[config.mk]
export PLATFORM = sky130hd
export DESIGN_NAME = wwd_display_buffer_flat
export DESIGN_NICKNAME = d
export VERILOG_FILES = /design/src/rtl/tsc_display_pkg.sv /design/src/rtl/wwd_display_buffer_if.sv /design/src/rtl/hex_to_seg7.sv /design/src/rtl/wwd_display_buffer.sv /design/src/flat_wrapper.sv
export SDC_FILE = /design/constraint.sdc
export NUM_CORES = 1
export LEC_CHECK = 0
export CAP_MARGIN = 30
export CORE_MARGIN = 4
export CORE_UTILIZATION = 50
export DETAILED_ROUTE_END_ITERATION = 10
export PLACE_DENSITY = 0.69
export SKIP_LAST_GASP = 1
export SYNTH_ARGS = -nofsm -noshare
export SYNTH_HDL_FRONTEND = slang
export SYNTH_SLANG_ARGS = --single-unit
[constraint.sdc]
create_clock -name clk -period 5.2 [get_ports clk]
set_clock_uncertainty 0.05 [all_clocks]
set_input_delay 0.78 -clock clk [delete_from_list [all_inputs] [get_ports clk]]
set_output_delay 0.78 -clock clk [all_outputs]
set_load 0.02 [all_outputs]
[src/rtl/tsc_display_pkg.sv]
// Shared display constants: the active-low hex-to-segment table, the blank and
// dash patterns, and the display state encoding.
package tsc_display_pkg;

  localparam logic [6:0] SEG_DASH = 7'b0111111;
  localparam logic [6:0] SEG_OFF  = 7'b1111111;

  // Entry n is the segment pattern (g..a, active-low) for hex digit n.
  localparam logic [15:0][6:0] SEG_HEX = {
    7'b0001110, 7'b0000110, 7'b0100001, 7'b1000110,
    7'b0000011, 7'b0001000, 7'b0010000, 7'b0000000,
    7'b1111000, 7'b0000010, 7'b0010010, 7'b0011001,
    7'b0110000, 7'b0100100, 7'b1111001, 7'b1000000
  };

  typedef enum logic {
    SHOW_EMPTY = 1'b0,
    SHOW_DATA  = 1'b1
  } disp_state_e;

endpackage

[src/rtl/wwd_display_buffer_if.sv]
// Board-side bundle of the WWD display buffer: CPU trace inputs, step/clear
// controls, and the display/LED/status outputs.
interface wwd_display_buffer_if;
  logic        wwd_valid;
  logic [15:0] wwd_data;
  logic [7:0]  pc_low;
  logic        step_btn;
  logic        clear;
  logic [6:0]  seg;
  logic [3:0]  an;
  logic [7:0]  led;
  logic        empty;
  logic        full;
  logic        overflow;

  modport master (
    output wwd_valid, wwd_data, pc_low, step_btn, clear,
    input  seg, an, led, empty, full, overflow
  );

  modport slave (
    input  wwd_valid, wwd_data, pc_low, step_btn, clear,
    output seg, an, led, empty, full, overflow
  );
endinterface

[src/rtl/hex_to_seg7.sv]
// Combinational hex nibble to active-low seven-segment pattern (g..a).
module hex_to_seg7
  import tsc_display_pkg::*;
(
  input  logic [3:0] hex,
  output logic [6:0] seg
);
  assign seg = SEG_HEX[hex];
endmodule

[src/rtl/wwd_display_buffer.sv]
// Captures WWD values into a small FIFO and scans the oldest one onto a 4-digit
// display; a synchronized step button pops the shown entry.
module wwd_display_buffer
  import tsc_display_pkg::*;
#(
  parameter int DEPTH       = 8,
  parameter int REFRESH_DIV = 50000
) (
  input logic                 clk,
  input logic                 reset_n,
  wwd_display_buffer_if.slave bus
);
  localparam int AW = $clog2(DEPTH);
  localparam int CW = $clog2(REFRESH_DIV);
  localparam logic [AW:0]   FULL_CNT = (AW+1)'(DEPTH);
  localparam logic [AW:0]   CNT_ONE  = (AW+1)'(1);
  localparam logic [AW-1:0] PTR_ONE  = AW'(1);
  localparam logic [CW-1:0] DIV_LAST = CW'(REFRESH_DIV - 1);

  logic [15:0]   mem [DEPTH];
  logic [AW-1:0] wr_ptr, rd_ptr;
  logic [AW:0]   count, count_d;
  logic          ovf_q, ovf_d, empty_q, full_q;
  logic          do_push, do_pop;
  logic          sync1, sync2, sync3, step_evt;
  disp_state_e   state, state_d;
  logic [CW-1:0] refresh_cnt;
  logic [1:0]    digit_idx;
  logic [6:0]    digit_seg, seg_q;
  logic [3:0]    an_q;
  logic [7:0]    led_q;
  logic [15:0]   head;

  // Two flops into the core clock domain, then a registered rising-edge pulse.
  always_ff @(posedge clk or negedge reset_n) begin
    if (!reset_n) begin
      sync1    <= 1'b0;
      sync2    <= 1'b0;
      sync3    <= 1'b0;
      step_evt <= 1'b0;
    end else begin
      sync1    <= bus.step_btn;
      sync2    <= sync1;
      sync3    <= sync2;
      step_evt <= sync2 & ~sync3;
    end
  end

  // A push while full still succeeds if the same cycle frees a slot.
  always_comb begin
    do_pop  = step_evt && (count != '0);
    do_push = bus.wwd_valid && ((count != FULL_CNT) || do_pop);
    count_d = count;
    ovf_d   = ovf_q;
    if (bus.clear) begin
      count_d = '0;
      ovf_d   = 1'b0;
    end else begin
      if (bus.wwd_valid && !do_push) ovf_d = 1'b1;
      if (do_push && !do_pop)      count_d = count + CNT_ONE;
      else if (do_pop && !do_push) count_d = count - CNT_ONE;
    end
  end

  always_ff @(posedge clk or negedge reset_n) begin
    if (!reset_n) begin
      wr_ptr  <= '0;
      rd_ptr  <= '0;
      count   <= '0;
      ovf_q   <= 1'b0;
      empty_q <= 1'b1;
      full_q  <= 1'b0;
    end else begin
      count   <= count_d;
      ovf_q   <= ovf_d;
      empty_q <= (count_d == '0);
      full_q  <= (count_d == FULL_CNT);
      if (bus.clear) begin
        wr_ptr <= '0;
        rd_ptr <= '0;
      end else begin
        if (do_push) wr_ptr <= wr_ptr + PTR_ONE;
        if (do_pop)  rd_ptr <= rd_ptr + PTR_ONE;
      end
    end
  end

  always_ff @(posedge clk) begin
    if (do_push && !bus.clear) mem[wr_ptr] <= bus.wwd_data;
  end

  always_ff @(posedge clk or negedge reset_n) begin
    if (!reset_n) state <= SHOW_EMPTY;
    else          state <= state_d;
  end

  always_comb begin
    state_d = state;
    case (state)
      SHOW_EMPTY: if (count_d != '0) state_d = SHOW_DATA;
      SHOW_DATA:  if (count_d == '0) state_d = SHOW_EMPTY;
      default:    state_d = SHOW_EMPTY;
    endcase
  end

  assign head = mem[rd_ptr];

  hex_to_seg7 u_dec (
    .hex(head[{digit_idx, 2'b00} +: 4]),
    .seg(digit_seg)
  );

  // seg and an are registered from the same digit index so they stay aligned.
  always_ff @(posedge clk or negedge reset_n) begin
    if (!reset_n) begin
      refresh_cnt <= '0;
      digit_idx   <= '0;
      seg_q       <= SEG_OFF;
      an_q        <= 4'b1111;
      led_q       <= '0;
    end else begin
      if (refresh_cnt == DIV_LAST) begin
        refresh_cnt <= '0;
        digit_idx   <= digit_idx + 2'd1;
      end else begin
        refresh_cnt <= refresh_cnt + CW'(1);
      end
      seg_q <= (state == SHOW_DATA) ? digit_seg : SEG_DASH;
      an_q  <= ~(4'b0001 << digit_idx);
      led_q <= bus.pc_low;
    end
  end

  assign bus.seg      = seg_q;
  assign bus.an       = an_q;
  assign bus.led      = led_q;
  assign bus.empty    = empty_q;
  assign bus.full     = full_q;
  assign bus.overflow = ovf_q;
endmodule
[src/flat_wrapper.sv]
// flat-port wrapper written by rule: the top's interface ports become plain ports
module wwd_display_buffer_flat import tsc_display_pkg::*;
#(
  parameter int DEPTH       = 8,
  parameter int REFRESH_DIV = 50000
)
  (clk, reset_n, bus_wwd_valid, bus_wwd_data, bus_pc_low, bus_step_btn, bus_clear, bus_seg, bus_an, bus_led, bus_empty, bus_full, bus_overflow);
  wwd_display_buffer_if bus_i ();
  input logic clk;
  input logic reset_n;
  input wire logic [$bits(bus_i.wwd_valid)-1:0] bus_wwd_valid;
  input wire logic [$bits(bus_i.wwd_data)-1:0] bus_wwd_data;
  input wire logic [$bits(bus_i.pc_low)-1:0] bus_pc_low;
  input wire logic [$bits(bus_i.step_btn)-1:0] bus_step_btn;
  input wire logic [$bits(bus_i.clear)-1:0] bus_clear;
  output wire logic [$bits(bus_i.seg)-1:0] bus_seg;
  output wire logic [$bits(bus_i.an)-1:0] bus_an;
  output wire logic [$bits(bus_i.led)-1:0] bus_led;
  output wire logic [$bits(bus_i.empty)-1:0] bus_empty;
  output wire logic [$bits(bus_i.full)-1:0] bus_full;
  output wire logic [$bits(bus_i.overflow)-1:0] bus_overflow;
  assign bus_i.wwd_valid = bus_wwd_valid;
  assign bus_i.wwd_data = bus_wwd_data;
  assign bus_i.pc_low = bus_pc_low;
  assign bus_i.step_btn = bus_step_btn;
  assign bus_i.clear = bus_clear;
  assign bus_seg = bus_i.seg;
  assign bus_an = bus_i.an;
  assign bus_led = bus_i.led;
  assign bus_empty = bus_i.empty;
  assign bus_full = bus_i.full;
  assign bus_overflow = bus_i.overflow;
  wwd_display_buffer #(.DEPTH(DEPTH), .REFRESH_DIV(REFRESH_DIV)) u_core (.clk(clk), .reset_n(reset_n), .bus(bus_i));
endmodule
# --- Word-level counts from Yosys, hierarchy flattened ---
# Memories as Yosys holds them, arrays and structs flattened.
# Cells that the tools add are included.
totals:
  mem_bits_rw: 128
  register_bits: 55
  mem_bits_ro: 112
  out_inout_bits: 22
  memories: 2
memory_table:
  columns: ["name", "words", "word_bits", "rd", "rd_clocked_by_memory_dff", "write_ports", "line_no", "text"]
  rows:
  - ["u_core.mem", 8, 16, 1, 0, 1, "wwd_display_buffer.sv:20", "logic [15:0] mem [DEPTH];"]
  - ["(no name shown)", 16, 7, 1, 0, 0, "hex_to_seg7.sv:8", "assign seg = SEG_HEX[hex];"]
op_classes:
  n_eq_ne: 3
  n_bitwise: 4
  order_cmp: 1
  shift: 2
  addsub: 6
  mux: 17
  n_reduce_logical: 16
ops:
  columns: ["operator", "n"]
  rows:
  - ["$add 16x1->16 const B", 1]
  - ["$eq 16x16->1 const B", 1]
  - ["$mux 16", 1]
  - ["$shiftx 16x5->4", 1]
  - ["$mux 7", 2]
  - ["$mux 3", 4]
  - ["$mux 4", 3]
  - ["$reduce_bool 4->1", 2]
  - ["$add 3x1->3 const B", 2]
  - ["$logic_and 1x1->1", 6]
  - ["$mux 1", 6]
  - ["$reduce_bool 2->1", 3]
  - ["$lt 4x5->1 const B", 1]
  - ["$add 4x1->4 const B", 1]
  - ["$eq 4x4->1 const B", 1]
  - ["$logic_not 4->1", 1]
  - ["$ne 4x4->1 const B", 1]
  - ["$not 4->4", 1]
  - ["$shl 1x2->4 const A", 1]
  - ["$sub 4x1->4 const B", 1]
  - ["$logic_not 1->1", 3]
  - ["$add 2x1->2 const B", 1]
  - ["$not 1->1", 2]
  - ["$pmux 1 s2", 1]
  - ["2 further kinds", 2]

# --- Longest topological paths before layout ---
# Gate-level depths: netlist of run 1.
depth:
  ltp_word: 12
  depth_mapped: 11

# --- Cells and area by module ---
# Synthesis of run 1 repeated with hierarchy kept, for this count alone.
hier_totals:
  cells_unflattened: 434
  area_unflattened_um2: 7439.6
by_module_without_submodules:
  columns: ["mod", "n_inst", "cells_each", "seq_area_each_um2", "area_per_inst_um2"]
  rows:
  - ["wwd_display_buffer", 1, 402, 5235.0, 7164.4]
  - ["hex_to_seg7", 1, 32, 0.0, 275.3]

# --- Least setup slack after synthesis of run 1 ---
# OpenSTA, ideal clock, no wires.
synth_path:
  path_kind: "input -> register"
  from: "input port bus_wwd_valid"
  to: "memory u_core.mem[0][0], enable pin"
  required_ns: 4.741
  path_stages: 4
  setup_slack_ns: 2.052
  arrival_time_ns: 2.688
  cell_sequence: "clkbuf_1 > o21ai_1 > or3_1 > nor3_1"
synth_between:
  elab_chain_cells: 4
synth_rtl:
  columns: ["item", "line_no", "text"]
  rows:
  - ["start: declaration", "flat_wrapper.sv:11", "input wire logic [$bits(bus_i.wwd_valid)-1:0] bus_wwd_valid;"]
  - ["$logic_and 1x1->1", "wwd_display_buffer.sv:52", "do_push = bus.wwd_valid && ((count != FULL_CNT) || do_pop);"]
  - ["$logic_and 1x1->1", "wwd_display_buffer.sv:89", "if (do_push && !bus.clear) mem[wr_ptr] <= bus.wwd_data;"]
  - ["$mux 1", "wwd_display_buffer.sv:89", null]
  - ["$mux 1 (not written as such)", "wwd_display_buffer.sv:89", null]
  - ["end: declaration", "wwd_display_buffer.sv:20", null]
# No other way between the ends.

# --- Final worst setup path of run 1 ---
layout_path:
  from: "register u_core.rd_ptr[0]"
  to: "register u_core.seg_q[3] (netlist: u_core.bus.seg[3])"
layout_between:
  elab_chain_cells: 5
layout_rtl:
  columns: ["item", "line_no", "text"]
  rows:
  - ["start: declaration", "wwd_display_buffer.sv:21", "logic [AW-1:0] wr_ptr, rd_ptr;"]
  - ["start signal: assignment", "wwd_display_buffer.sv:83", "if (do_pop) rd_ptr <= rd_ptr + PTR_ONE;"]
  - ["$mem_v2 8x16", null, null]
  - ["$shiftx 16x5->4", "wwd_display_buffer.sv:109", ".hex(head[{digit_idx, 2'b00} +: 4]),"]
  - ["$mem_v2 16x7", null, null]
  - ["$mux 7 (not written as such)", "hex_to_seg7.sv:8", null]
  - ["$mux 7", "wwd_display_buffer.sv:128", "seg_q <= (state == SHOW_DATA) ? digit_seg : SEG_DASH;"]
  - ["end signal: assignment", "wwd_display_buffer.sv:128", null]
  - ["end: declaration", "wwd_display_buffer.sv:29", "logic [6:0] digit_seg, seg_q;"]
# No other way between the ends. The select of a mux whose other input is x is not followed.
# A chain may end at the register's enable or synchronous reset.

==> metrics.md, run 1 <==
| Metric | Value |
|---|---|
| Status | finished, final reports clean |
| PnR worst setup slack | approximately 1800 ps |
| Vias per Instance | around 5.6 |
| Cell taking the most area after synthesis | edfxtp_1 |
| Seq pwr share | 50.8% |
| Post-CTS setup buffers | 0 |
| Pre-antenna DRT Iters | 5 |
| Sw frac | approximately a quarter |
| Synth Area in XOR/XNOR | under 10% |
| P&R area growth vs syn | 16.6% |
| Max cap viols | 0 |
| Clock share of power | 37.7% |
| Final ANT Viol Nets | 0 |
| Setup_tns | 0 ps |
| #FFs+latches synth | 183 |
| Combinational family with the most area after synthesis | multiplexers |
| Worst slew margin | 46.2% |
| Total CTS buffers | 17 |
| IO Port Bufs | 50 |
| Critical Path AT | 3670 ps |
| Clock root buffer | clkbuf_16 |
| Commonest non-fill, non-tap cells in the layout | edfxtp_1 (128), clkdlybuf4s50_1 (49), dfrtp_1 (42) |
| Int Pwr | about 2.5 mW |
| GRT Overall Usage | 17.5% |
| Pre-CTS WS | 1900 ps |
| Area contributors post-synth | edfxtp_1 (51%), dfrtp_1 (14%), dfstp_2 (4.2%) |
| Adder-cell share of the synthesized area | between 2 and 2.5% |
| First-pass GRT wire length | 22200 microns |
| Mapped Cells | 478 |
| Switching Power | 0.782 mW |
| IO Count | 51 |
| Number of synthesized flops with an enable pin | 128 |
| Max Slew Vio Count | 0 |
| Ys async rst share | 30.1% |
| Power per cell area | 376 nW/um^2 |
| Yosys cell types | 54 |
| IR Drop Worst-Case VDD | approximately 0.3 mV |
| Worst Path Required | between 5000 and 6000 ps |
| Die height | around 130 microns |
| Power Total | 3.31 mW |
| Comb power frac | 11.5% |
| Critical path class | reg2reg |
| Hold Path Stages | 0 |
| Routed vias | 4137 |
| Fill cells | 1071 |
| Yosys warns | 0 |
| Detailed Route Iter0 Violations | 384 |
| Die span in x | 131 microns |
| Net Count, Synth | 522 |
| H-tree Lvls | 4 |
| FMAX | approximately 300 MHz |
| Clock tree buffer depth | 2 |
| # DRC | 0 |
| Final HPWL DP | ~9000 microns |
| Largest net degree at the start of global routing | 56 |
| Crit-path max FO | 17 |
| Initial antenna violation count | 0 |
| Final Critical Period | 3370 ps |
| Hold crit path type | reg2reg |
| Final hold violations | 0 |
| Simple-gate share of the synthesized area | 7.90% |
| Initial Utilization | 51.6% |
| Routed WL | 14000 microns |
| Syn_area_per_cell | 15.8 sq um |
| Vias in the first global route | 4168 |
| Synth Area in Compound Gates | roughly 5.6% |
| GP Congestion | 0.803 |
| CTS tree | done |
| Post-synth top flop | edfxtp_1 |
| Clock slew seen by the registers of the worst setup and hold paths | 70 ps |
| TritonCTS Sinks | 183 |
| RSZ-0062 raised after global routing | no |
| Worst-Skew Late Latency | 420 ps |
| Die Area | roughly 17000 sq um |
| Startpoint Class | flop |
| CORE AREA | about 15000 sq um |
| Commonest non-fill, non-tap cell in the layout | edfxtp_1 |
| CTS Hold Bufs | 0 |
| Grt ovf | 0 |
| Worst r2r path cells | 9 |
| Sequential share of the synthesized area | 69.3% |
| Synth top area share | around 50% |
| CTS resizes | 0 |
| Slew @ Worst Pin | ~800 ps |
| Period utilisation layout | 64.9% |
| Syn Std Cell Area | roughly 7600 sq um |
| Post-synthesis mux area share | under 10% |
| Row Count | 44 |
| CP Capture Type | flop |
| Routed len/inst | 18.9 microns |
| ANT cells | 0 |
| Layout Nets | 587 |
| Pleak | 3.14 nW |
| Layout cells sized above 1 | 14.6% |
| Final setup violation count | 0 |
## registers in the layout, indices dropped and copies added, names as in the netlist
signal / cells
u_core.mem: 128
u_core.refresh_cnt: 16
u_core.bus.led: 8
u_core.bus.seg: 7
u_core.bus.an: 4
u_core.count: 4
u_core.rd_ptr: 3
u_core.wr_ptr: 3
u_core.digit_idx: 2
u_core.bus.empty: 1
u_core.bus.full: 1
u_core.bus.overflow: 1
u_core.state: 1
u_core.step_evt: 1
u_core.sync1: 1
u_core.sync2: 1
u_core.sync3: 1
## routing by layer
metal	wire [microns]	global-route usage, %	up-vias
met4	144	5.63	0
met5	0	0	-
met2	6600	27.5	129
met1	6430	24.3	2058
li1	-	-	1939
met3	797	4.27	11
## synthesized netlist by cell type (9+ instances only)
cell type / count
mux2i_1: 19
ha_1: 15
xnor2_1: 12
nand2_1: 34
inv_1: 20
mux4_2: 14
nand3_1: 9
nor2_1: 30
o21ai_0: 14
dfstp_2: 12
dfrtp_1: 43
edfxtp_1: 128
a21oi_1: 12
o22ai_1: 9
nand2b_1: 9
## power groups by stage
stage,sequential [mW],combinational (mW),clock [mW]
floorplan,1.74,0.216,0
global placement,1.71,0.374,0
detailed placement,1.71,0.382,0
CTS,1.68,0.386,1.27
global route,1.69,0.418,1.33
finish,1.68,0.382,1.25
## per-stage QoR
stage	instance area, sq um	util (%)	std cells	hold WS [ps]
floorplan	7560	-	478	281
global placement	8240	56.2	708	283
detailed placement	8240	56.2	708	292
CTS	8810	60.2	739	311
global route	8810	60.2	739	324
finish	8810	60.2	739	307
## final timing paths
check / start / end / slack (ps)
min in group asynchronous: reset_n / u_core.bus.led[3] / 420
max in group asynchronous: reset_n / u_core.rd_ptr[1] / 4200
min reg2reg: u_core.sync1 / u_core.sync2 / 310
max: u_core.rd_ptr[0] / u_core.bus.seg[3] / 1830
min: u_core.sync1 / u_core.sync2 / 310
max reg2reg: u_core.rd_ptr[0] / u_core.bus.seg[3] / 1830
## critical path, cell delays in order, from the launching register on
cell	delay, ps
dfrtp_1	850
buf_4	310
mux4_2	240
o22ai_1	90
nor4_2	730
inv_1	210
ha_1	300
nor3_1	200
a21oi_1	80
o22a_1	230
## layout make-up
cell class	instances	area (sq um)	share of cell area [%]
clock buffers	17	425	4.83
inverters	20	75.1	0.852
clock inverters	14	153	1.73
flip-flops and latches	183	5240	59.4
repair buffers	62	586	6.64
multi-input cells	259	2110	23.9
well taps	184	230	2.61
## cell families after synthesis
logic type                 after synthesis
AOI/OAI and AO/OA                       63
xor gates and xnor gates                19
adders and majority gates               15
buffers and inverters                   36
DFF                                    183
muxes                                   42
and+or+nand+nor                        120
No activity file was read; power rests on OpenSTA's default activity.
==> run 2: changes to the inputs <==
==> constraint.sdc (replaced) <==
create_clock -name clk -period 3.2 [get_ports clk]
set_clock_uncertainty 0.05 [all_clocks]
set_input_delay 0.48 -clock clk [delete_from_list [all_inputs] [get_ports clk]]
set_output_delay 0.48 -clock clk [all_outputs]
set_load 0.02 [all_outputs]
==> run 2 against run 1 <==
  * Utilization increased by 0.35 points
  * Critical path type unchanged
  * Largest power group unchanged
  * Clock power increased by 60%
  * Highest routed layer unchanged
  * Maximum frequency increased by 28%
  * Critical endpoint is now u_core.bus.seg[5]
  * Final cell count increased by 0.68%
  * Setup slack got worse by 1300 ps
  * Wire length increased by 2.7%
  * Sequential share of layout area decreased by 0.34 points
==> metrics.md, run 2 (synthesized netlist as in run 1, its figures left out) <==
| Metric | Value |
|---|---|
| CTS resizes | 0 |
| Initial antenna violation count | 0 |
| Clock slew seen by the registers of the worst setup and hold paths | 70 ps |
| Total CTS buffers | 17 |
| Layout cells sized above 1 | 15.5% |
| Final ANT Viol Nets | 0 |
| Pleak | around 3.2 nW |
| Final HPWL DP | 9570 microns |
| Status | finished, final reports clean |
| RR Startpoint | u_core.rd_ptr[1] |
| Comb power frac | 12.0% |
| Clock share of power | 37.3% |
| Seq pwr share | approximately half |
| Detailed Route Iter0 Violations | 305 |
| Largest register FFs | 128 |
| Post-CTS setup buffers | 0 |
| Final non-filler cell total | 744 |
| IO Count | 51 |
| Post-layout util | 60.5% |
| Final Critical Period | 2630 ps |
| Die span in x | 131 microns |
| R2r setup slk | 570 ps |
| Startpoint Class | flop |
| Routed len/inst | 19.3 microns |
| First-pass GRT wire length | 23100 microns |
| Worst-Skew Late Latency | 430 ps |
| # DRC | 0 |
| Largest Register | u_core.mem |
| Critical path class | reg2reg |
| Worst R2R End | u_core.bus.seg[5] |
| CTS Hold Bufs | 0 |
| Pre-antenna DRT Iters | 6 |
| Hold crit path type | in2async |
| Int Pwr | between 4 and 5 mW |
| Largest net degree at the start of global routing | 38 |
| Die Area | 17100 sq um |
| IR Drop Worst-Case VDD | 0.542 mV |
| Switching Power | 1.31 mW |
| Final instance area | 8870 sq um |
| Sw frac | 24.5% |
| CTS tree | done |
| CP Capture Type | flop |
| GP Congestion | 0.817 |
| CORE AREA | 14600 sq um |
| FMAX | 380 MHz |
| Layout Nets | ~590 |
| Cells after DPL | 712 |
| Final hold violations | 0 |
| Vias per Instance | 5.64 |
| Routed vias | 4197 |
| Crit-path max FO | 14 |
| Vias in the first global route | 4209 |
| RSZ-0062 raised after global routing | no |
| Clock root buffer | clkbuf_16 |
| ANT cells | 0 |
| Critical Path AT | ~2900 ps |
| Final setup violation count | 0 |
| Die height | 131 microns |
| P&R area growth vs syn | 17.3% |
| Row Count | between 40 and 50 |
| Worst r2r path cells | 9 |
| Max Slew Vio Count | 0 |
| Period utilisation layout | 82.2% |
| Clock tree buffer depth | 2 |
| Worst slew margin | 47.8% |
| Initial Utilization | 51.6% |
| IO Port Bufs | 50 |
| TritonCTS Sinks | ~180 |
| Commonest non-fill, non-tap cells in the layout | edfxtp_1 (128), clkdlybuf4s50_1 (49), dfrtp_1 (42) |
| Power per cell area | 606 nW/um^2 |
| Commonest non-fill, non-tap cell in the layout | edfxtp_1 |
| Max cap viols | 0 |
| Setup_tns | 0 ps |
| GRT Overall Usage | between 10% and 20% |
| Worst Path Required | 3500 ps |
| H-tree Lvls | 4 |
| Placed cell area | 8290 sq um |
| Routed WL | 14400 microns |
| Grt ovf | 0 |
| Slew @ Worst Pin | 783 ps |
==> run 2: cell types whose count changed in the layout (fill, tap and decap cells not counted), sizes merged <==
cell | previous run | this run
clkinv | 6 | 8
bufinv | 2 | 1
buf | 13 | 17
==> run 2: critical path: stages, from the launching register on <==
cell and delay, ps:
dfrtp_2 590, buf_4 260, mux4_1 170, o22ai_1 70
or4_4 600, inv_1 140, ha_1 180, o21ai_0 140
o21a_1 150, o221ai_1 180
==> run 2: final cells by class <==
type                            instances  area (sq um)
Clock buffer                           17           425
Sequential cell                       183          5240
Multi-Input combinational cell        259          2110
Inverter                               20          75.1
Fill cell                            1063          5780
Tap cell                              184           230
Timing Repair Buffer                   66           641
Clock inverter                         15           149
==> run 2: worst max path at each step <==
stage	to	slack (ps)	cells past startpoint	start
after floorplan	u_core.mem[0][0]	350	6	u_core.count[0]
after global placement	u_core.mem[2][8]	650	5	bus_wwd_valid
after detailed placement	u_core.bus.seg[4]	580	9	u_core.rd_ptr[1]
after CTS	u_core.bus.seg[5]	560	9	u_core.rd_ptr[1]
after global routing	u_core.bus.seg[4]	340	9	u_core.rd_ptr[1]
final	u_core.bus.seg[5]	570	9	u_core.rd_ptr[1]
==> run 2: stage by stage <==
step	setup slack [ps]	power, mW	hold WS [ps]
global route	344	5.59	131
floorplan	345	3.17	134
finish	570	5.37	76.2
global placement	646	3.40	286
CTS	557	5.43	94.4
detailed placement	585	3.42	305
==> run 2: routing by layer <==
metal	global-route usage (%)	vias to the layer above	wire, microns
met5	0	-	0
met4	6.23	0	225
met3	5.45	16	940
met2	29.3	139	6960
met1	24.3	2106	6220
li1	-	1936	-
==> run 2: power groups by stage <==
stage          clock (mW)  combinational, mW  sequential (mW)
2_1_floorplan           0              0.351             2.82
3_3_place_gp            0              0.631             2.77
3_5_place_dp            0              0.649             2.78
4_1_cts              2.05              0.652             2.73
5_1_grt              2.15              0.709             2.73
6_report             2.00              0.644             2.72
==> run 3: changes to the inputs <==
==> constraint.sdc (replaced) <==
create_clock -name clk -period 2.6 [get_ports clk]
set_clock_uncertainty 0.05 [all_clocks]
set_input_delay 0.39 -clock clk [delete_from_list [all_inputs] [get_ports clk]]
set_output_delay 0.39 -clock clk [all_outputs]
set_load 0.02 [all_outputs]
==> run 3 against run 2 <==
  * Wire length is 0.20% lower
  * Count of clock-buffer cells in the layout stayed put
  * Register-to-register slack worse by 470 ps
  * Combinational power is 27% higher
  * Sequential power is 23% higher
  * Via count is 0.36% higher
  * Critical path depth stayed put
  * Maximum frequency is 5.0% higher
  * Hold slack worse by 26 ps
  * Largest power group unchanged
==> metrics.md, run 3 (synthesized netlist as in run 1, its figures left out) <==
| Metric | Value |
|---|---|
| Final instance area | 9050 sq um |
| Pre-antenna DRT Iters | 5 |
| Largest register FFs | ~130 |
| Final hold violations | 0 |
| FMAX | 399 MHz |
| Worst r2r path cells | 9 |
| Layout cells sized above 1 | 17.3% |
| Routed len/inst | 19.0 microns |
| CP Capture Type | flop |
| Slew @ Worst Pin | 673 ps |
| Largest Register | u_core.mem |
| Critical path class | reg2reg |
| Vias in the first global route | 4402 |
| Final ANT Viol Nets | 0 |
| Hold crit path type | in2async |
| Worst Path Required | 2900 ps |
| Pleak | between 3 and 4 nW |
| Clock tree buffer depth | 2 |
| Worst-Skew Late Latency | 420 ps |
| Worst R2R End | u_core.bus.seg[3] |
| RR Startpoint | u_core.rd_ptr[1] |
| Period utilisation layout | between 90% and 100% |
| Pre-CTS WS | ~22 ps |
| Final setup violation count | 0 |
| R2r setup slk | between 90 and 100 ps |
| Clock slew seen by the registers of the worst setup and hold paths | 70 ps |
| CTS tree | done |
| Initial Utilization | 51.6% |
| Post-layout util | 61.8% |
| First-pass GRT wire length | 23200 microns |
| Max cap viols | 0 |
| # DRC | 0 |
| Worst slew margin | 55.1% |
| Critical Path AT | 2810 ps |
| CORE AREA | 14600 sq um |
| Final non-filler cell total | 755 |
| IR Drop Worst-Case VDD | 0.533 mV |
| Die Area | 17100 sq um |
| GP Congestion | 0.794 |
| CTS Hold Bufs | 0 |
| P&R area growth vs syn | 19.8% |
| Cells after DPL | 721 |
| TritonCTS Sinks | 183 |
| Crit-path max FO | 12 |
| Layout Nets | 602 |
| ANT cells | 0 |
| Final Critical Period | 2500 ps |
| Detailed Route Iter0 Violations | approximately 260 |
| Max Slew Vio Count | 0 |
| Startpoint Class | flop |
| Final HPWL DP | 9530 microns |
| Clock root buffer | clkbuf_16 |
| GRT Overall Usage | 18.2% |
| IO Count | 51 |
| Largest net degree at the start of global routing | 56 |
| Commonest non-fill, non-tap cells in the layout | edfxtp_1 (128), clkdlybuf4s50_1 (49), dfrtp_1 (42) |
| Routed WL | 14300 microns |
| IO Port Bufs | 50 |
| Total CTS buffers | 17 |
| Routed vias | roughly 4200 |
| Initial antenna violation count | 0 |
| H-tree Lvls | 4 |
| Vias per Instance | 5.58 |
| Row Count | 44 |
| PnR worst setup slack | 95.6 ps |
| RSZ-0062 raised after global routing | yes |
| Power per cell area | roughly 760 nW/um^2 |
| Power Total | 6.86 mW |
| Die span in x | 131 microns |
| Status | finished, final reports clean |
| Placed cell area | between 8000 and 9000 sq um |
| Commonest non-fill, non-tap cell in the layout | edfxtp_1 |
| Min Hold Slack | around 50 ps |
| Die height | 131 microns |
| Grt ovf | 0 |
| Setup_tns | 0 ps |
[run 3: worst max-delay path by stage]
stage	cells after the start	slack (ps)	startpoint	end
after floorplan	11	60	u_core.rd_ptr[1]	u_core.bus.seg[3]
after global placement	8	60	u_core.rd_ptr[1]	u_core.bus.seg[3]
after detailed placement	9	20	u_core.rd_ptr[0]	u_core.bus.seg[5]
after CTS	9	8	u_core.rd_ptr[0]	u_core.bus.seg[5]
after global routing	9	-20	u_core.rd_ptr[0]	u_core.bus.seg[3]
final	9	100	u_core.rd_ptr[1]	u_core.bus.seg[3]
[run 3: routing by layer]
layer / global-route usage, % / up-vias / share of wire [%]
met5: 0 / - / 0
met4: 6.47 / 0 / 1.4
met3: 3.70 / 19 / 3.2
met2: 30.3 / 98 / 51
met1: 23.8 / 2136 / 45
li1: - / 1959 / -
[run 3: layout make-up]
type	instances	area [sq um]
flip-flops and latches	183	5240
fillers	1089	5590
clock buffers	17	425
multi-input cells	259	2110
well taps	184	230
clock inverters	15	199
inverters	20	75.1
repair buffers	77	777
[run 3: critical path, cell delays in order (launching register included)]
cell	delay, ps
dfrtp_4	570
buf_4	200
mux4_2	230
o22ai_1	70
nor4_2	410
inv_1	150
ha_1	270
nor3_1	190
a21oi_1	80
o22a_1	220
[run 3: timing repair]
action                                  4_1_cts  5_1_grt
gates resized for setup                       1        4
pin swaps                                     0        2
endpoints found under the setup margin        2        7
setup buffers                                 0        2
[run 3: where the power goes]
part           switching, mW  total (mW)  internal (mW)
sequential            0.0655        3.35           3.28
combinational          0.432       0.820          0.388
clock                   1.08        2.69           1.61
